[config.mk]
export PLATFORM = sky130hd
export DESIGN_NAME = md_ctrl
export DESIGN_NICKNAME = d
export VERILOG_FILES = /design/src/rtl/md_ctrl.sv
export SDC_FILE = /design/constraint.sdc
export NUM_CORES = 2
export LEC_CHECK = 0
export CAP_MARGIN = 20
export CORE_MARGIN = 3
export CORE_UTILIZATION = 40
export DETAILED_ROUTE_END_ITERATION = 8
export PLACE_DENSITY_LB_ADDON = 0.15
export SLEW_MARGIN = 20
export SYNTH_ARGS = -nofsm -noshare
export SYNTH_HDL_FRONTEND = slang
export SYNTH_SLANG_ARGS = --single-unit
[constraint.sdc]
create_clock -name clk -period 8.9 [get_ports clk]
set_input_delay 2.67 -clock clk [delete_from_list [all_inputs] [get_ports clk]]
set_output_delay 2.67 -clock clk [all_outputs]
set_load 0.02 [all_outputs]
[src/rtl/md_ctrl.sv]
// md_ctrl: multiply/divide controller owning the HI/LO registers.
// Multi-cycle mult/multu (and div/divu when MD_DIV_EN is defined) are sequenced by a
// latency down-counter; stall_req holds the D stage while the unit is occupied.
// Optional feature macro: MD_DIV_EN (undefined: ops 3/4 act as none, no divider built).
module md_ctrl #(
    parameter int unsigned MULT_CYCLES = 5,
    parameter int unsigned DIV_CYCLES  = 10
) (
    input  logic        clk,
    input  logic        reset,
    input  logic [2:0]  E_md_op,
    input  logic [31:0] E_A,
    input  logic [31:0] E_B,
    input  logic        D_md_use,
    output logic        busy,
    output logic        start,
    output logic        stall_req,
    output logic [31:0] hi,
    output logic [31:0] lo
);

    localparam int unsigned MaxCycles = (MULT_CYCLES > DIV_CYCLES) ? MULT_CYCLES : DIV_CYCLES;
    localparam int unsigned CntW      = (MaxCycles > 1) ? $clog2(MaxCycles) : 1;

    typedef enum logic {StIdle, StRun} state_e;

    state_e            state_q, state_d;
    logic [CntW-1:0]   cnt_q, cnt_d;
    logic              signed_q, signed_d;
    logic [31:0]       a_q, a_d, b_q, b_d;
    logic [31:0]       hi_q, hi_d, lo_q, lo_d;
    logic              is_md_op, is_div_op;
    logic [63:0]       ext_a, ext_b, prod;

`ifdef MD_DIV_EN
    logic              div_q, div_d;
    logic              a_neg, b_neg, div_zero;
    logic [31:0]       a_mag, b_mag, quot, rem, quot_res, rem_res;
    assign is_div_op = (E_md_op == 3'd3) || (E_md_op == 3'd4);
`else
    assign is_div_op = 1'b0;
`endif

    // Operation decode and externally visible handshake signals
    always_comb begin
        is_md_op  = (E_md_op == 3'd1) || (E_md_op == 3'd2) || is_div_op;
        busy      = (state_q == StRun);
        start     = is_md_op && !busy;
        stall_req = (start || busy) && D_md_use;
        hi        = hi_q;
        lo        = lo_q;
    end

    // Single 64-bit multiplier: sign- or zero-extending the operands makes the low
    // 64 bits of the unsigned product correct for both mult and multu.
    always_comb begin
        ext_a = signed_q ? {{32{a_q[31]}}, a_q} : {32'b0, a_q};
        ext_b = signed_q ? {{32{b_q[31]}}, b_q} : {32'b0, b_q};
        prod  = ext_a * ext_b;
    end

`ifdef MD_DIV_EN
    // Sign-magnitude divide; 0x80000000 / -1 falls out as quotient 0x80000000, remainder 0
    always_comb begin
        a_neg    = signed_q && a_q[31];
        b_neg    = signed_q && b_q[31];
        a_mag    = a_neg ? (32'd0 - a_q) : a_q;
        b_mag    = b_neg ? (32'd0 - b_q) : b_q;
        div_zero = (b_q == 32'd0);
        quot     = div_zero ? 32'd0 : (a_mag / b_mag);
        rem      = div_zero ? 32'd0 : (a_mag % b_mag);
        quot_res = (a_neg ^ b_neg) ? (32'd0 - quot) : quot;
        rem_res  = a_neg ? (32'd0 - rem) : rem;
    end
`endif

    // Next-state: accept ops in idle, count down in run, commit HI/LO on the last edge
    always_comb begin
        state_d  = state_q;
        cnt_d    = cnt_q;
        signed_d = signed_q;
        a_d      = a_q;
        b_d      = b_q;
        hi_d     = hi_q;
        lo_d     = lo_q;
`ifdef MD_DIV_EN
        div_d    = div_q;
`endif
        unique case (state_q)
            StIdle: begin
                if (start) begin
                    state_d  = StRun;
                    signed_d = (E_md_op == 3'd1) || (E_md_op == 3'd3);
                    a_d      = E_A;
                    b_d      = E_B;
`ifdef MD_DIV_EN
                    div_d    = is_div_op;
                    cnt_d    = is_div_op ? CntW'(DIV_CYCLES - 1) : CntW'(MULT_CYCLES - 1);
`else
                    cnt_d    = CntW'(MULT_CYCLES - 1);
`endif
                end else if (E_md_op == 3'd5) begin
                    hi_d = E_A;
                end else if (E_md_op == 3'd6) begin
                    lo_d = E_A;
                end
            end
            StRun: begin
                if (cnt_q == '0) begin
                    state_d = StIdle;
`ifdef MD_DIV_EN
                    if (div_q) begin
                        // Divide by zero leaves HI/LO untouched
                        if (!div_zero) begin
                            hi_d = rem_res;
                            lo_d = quot_res;
                        end
                    end else begin
                        hi_d = prod[63:32];
                        lo_d = prod[31:0];
                    end
`else
                    hi_d = prod[63:32];
                    lo_d = prod[31:0];
`endif
                end else begin
                    cnt_d = cnt_q - 1'b1;
                end
            end
            default: state_d = StIdle;
        endcase
    end

    // State registers with synchronous reset; reset also drops any in-flight result
    always_ff @(posedge clk) begin
        if (reset) begin
            state_q  <= StIdle;
            cnt_q    <= '0;
            signed_q <= 1'b0;
            a_q      <= '0;
            b_q      <= '0;
            hi_q     <= '0;
            lo_q     <= '0;
`ifdef MD_DIV_EN
            div_q    <= 1'b0;
`endif
        end else begin
            state_q  <= state_d;
            cnt_q    <= cnt_d;
            signed_q <= signed_d;
            a_q      <= a_d;
            b_q      <= b_d;
            hi_q     <= hi_d;
            lo_q     <= lo_d;
`ifdef MD_DIV_EN
            div_q    <= div_d;
`endif
        end
    end

endmodule

==> run summary <==
Status - complete, no violations
Initial core utilization - 40.3%
WP buf/inv - 9
Final period utilization - 96.8%
Sw frac - 46.1%
Sink Count - 134
Unrepaired setup endpoints after global routing - yes
Mapped Area - 53100 um^2
Psw - 1.52 mW
Critical path type - flip-flop to flip-flop
Slowest stage delay, CP - 0.56 ns
Final-report hold violation count - 0
Peak VDD IR - 0.118 mV
Hpwl dp - 145 mm
Placed cell area - 58800 um^2
Sequential power share - 21.5%
Number of flops mapped to enable cells by yosys - 0
Number of global-route vias before repair - 42865
Fin area - 59900 um^2
Clock skew - 0.0339 ns
CTS Buffer Depth - 2
Asr flop ratio synth - 0%
Routed wire length per instance - 22.5 um
Die W - 370 um
Most frequent cells in the layout - 1525 x inv_1, 1406 x fa_1, 717 x nand2_1
Final WL - 174 mm
Clock power share - 25.1%
RD Place Congestion - 0.917
Delay-heaviest family, CP - adder cells
Final setup viols - 0
Setup slack at placement - 0.0172 ns
Layout cells sized above 1 - 8.04%
Slowest CP cell - fa_1
CTS Buf Count - 17
Min-delay worst type - flip-flop to flip-flop
Largest net degree at the start of global routing - 77
Clock latency at the later pin of the worst-skew pair - 0.51 ns
Area grow syn2layout - 12.8%
#FFs+latches synth - 134
Yosys synthesis warning count - 0
Slack of the critical path - 0.282 ns
Crit path DAT - 9.01 ns
Die height - 370 um
Clock transition at path regs - 0.07 ns
Antenna Nets Post-Route - 0
CTS tree - done
Critical path data required time - 9.29 ns
Pwr dens - 55.2 nW/um^2
# IOs - 137
Worst path most repeated cell - fa_1
Vias - 38630
Worst Setup End Kind - flip-flop
IO buf count - 136
Iteration-0 DRC Markers - 2387
Htree depth - 4
Syn Inst Count - 5737
Area contributors post-synth - fa_1 54%, inv_1 11%, ha_1 7.3%, and2_1 6.7%, nand2_1 5.1%
Commonest non-fill, non-tap cell in the layout - inv_1
Leakage - 30.6 nW
Minimum clock period - 8.62 ns
Vias per cell - 5.01
Initial antenna violation count - 7
GRT Util Overall - 26.2%
Crit-path max FO - 22
Max Transition Viols Final - 0
Combinational share of power - 53.4%
Slew HR - 27.9%
Remaining global-route overflow - 0
Worst hold margin - 0.461 ns
Synth area leader - fa_1
Setup TNS - 0 ns
Int Pwr - 1.78 mW
Unique masters post-synth - 69
Fmax achieved - 116 MHz
Area fraction of the dominant cell type after synthesis - 53.5%
Row count - 133
Number of iterations in the first detailed-routing pass - 5
Clock Root Buffer - clkbuf_16
Mean Syn Cell Area - 9.25 um^2
Core area - 132000 um^2
First-pass GRT wire length - 267 mm
DRC viols - 0
Top_reg_cell synth - dfxtp_1
Net count after synthesis - 7536
Worst setup SP type - flip-flop
Die area - 137000 um^2
Worst Tran Pin Value - 1.08 ns
Sequential-to-total area share from yosys stat - 5.06%
Maxcap violations - 0
Final net count - 7745
[cell usage after synthesis, drive strengths merged (3+ instances only)]
master,n
a2111oi,3
a211o,5
a211oi,31
a21o,36
a21oi,149
a221oi,14
a311oi,17
a31o,5
a31oi,8
and2,574
and3,25
buf,15
clkbuf,284
dfxtp,134
fa,1419
ha,310
inv,1530
maj3,4
mux2i,21
nand2,720
nand2b,15
nand3,16
nand3b,4
nand4,11
nor2,96
nor2b,7
nor3,25
nor3b,8
nor4,3
o211ai,7
o21a,7
o21ai,63
o21bai,16
o22ai,3
o31ai,3
or2,3
or3,4
xnor2,86
xor2,34
[per-layer routing]
| metal | global-route usage, % | vias to the layer above | wire [um] |
|---|---|---|---|
| met1 | 32.8 | 20504 | 68400 |
| met2 | 47.1 | 958 | 90300 |
| met3 | 1.90 | 261 | 6980 |
| met5 | 0 | - | 0 |
| met4 | 9.69 | 0 | 8160 |
| li1 | - | 16907 | - |
[worst reg2reg max path: cells and delay by family (launching register included)]
family                   cells  cell delay (ns)
adder cells (fa/ha/maj)     11             5.06
buffers and inverters        9             1.14
AND/OR/NAND/NOR              6             0.90
AO/OA/AOI/OAI                4             0.79
flip-flops                   1             0.38
XOR/XNOR                     1             0.24
[cells by family (layout without fill, tap and decap cells)]
family | Yosys count | after routing | synth area share (%)
other | 0 | 3 | 0
flip-flops | 134 | 134 | 5.06
multiplexers | 21 | 21 | 0.396
adder cells (fa/ha/maj) | 1733 | 1733 | 60.9
AO/OA/AOI/OAI | 381 | 381 | 4.65
buffers and inverters | 1829 | 2051 | 13.0
AND/OR/NAND/NOR | 1519 | 1519 | 14.0
XOR/XNOR | 120 | 120 | 1.98
[registers in the layout, summed over array words and instances (netlist names)]
register / flops
a_q: 32
hi: 32
lo: 32
busy: 1
cnt_q: 4
signed_q: 1
b_q: 32
[final timing paths]
check | cells after the start | end | startpoint | slack (ns)
setup reg to reg | 31 | hi[0]$_SDFFE_PP0P_ | b_q[15]$_SDFFE_PP0P_ | 0.28
hold reg to reg | 2 | b_q[0]$_SDFFE_PP0P_ | b_q[0]$_SDFFE_PP0P_ | 0.46
setup / recovery | 31 | hi[0]$_SDFFE_PP0P_ | b_q[15]$_SDFFE_PP0P_ | 0.28
hold / removal | 2 | b_q[0]$_SDFFE_PP0P_ | b_q[0]$_SDFFE_PP0P_ | 0.46
[layout make-up]
type                       count  area, um^2
clock buffer                  22         474
inverter                    1530        5740
timing repair buffer         489        4800
tap                         1755        2200
multi-input combinational   3774       43800
antenna                        3        7.51
sequential                   134        2720
clock inverter                10         144
fill                       12919       71800
[stage by stage]
step           instances  total power [mW]  util, %
2_1_floorplan       5737              1.61        -
3_3_place_gp        7669              2.44     44.6
3_5_place_dp        7669              2.44     44.6
4_1_cts             7701              3.30     45.1
5_1_grt             7714              3.49     45.5
6_report            7717              3.30     45.5
[repair_timing]
action | 4_1_cts | 5_1_grt
cloned | 0 | 5
resized for setup | 1 | 83
setup buffers | 0 | 8
endpoints found under the setup margin | 1 | 31
hold buffers | 0 | 0
pin swaps | 0 | 32
[power by group through the flow]
stage / sequential, mW / clock [mW] / combinational [mW]
finish: 0.710 / 0.830 / 1.76
detailed placement: 0.720 / 0 / 1.72
CTS: 0.707 / 0.848 / 1.74
global route: 0.715 / 0.862 / 1.92
global placement: 0.720 / 0 / 1.72
floorplan: 0.728 / 0 / 0.884
(Power assumes the default switching activity.)
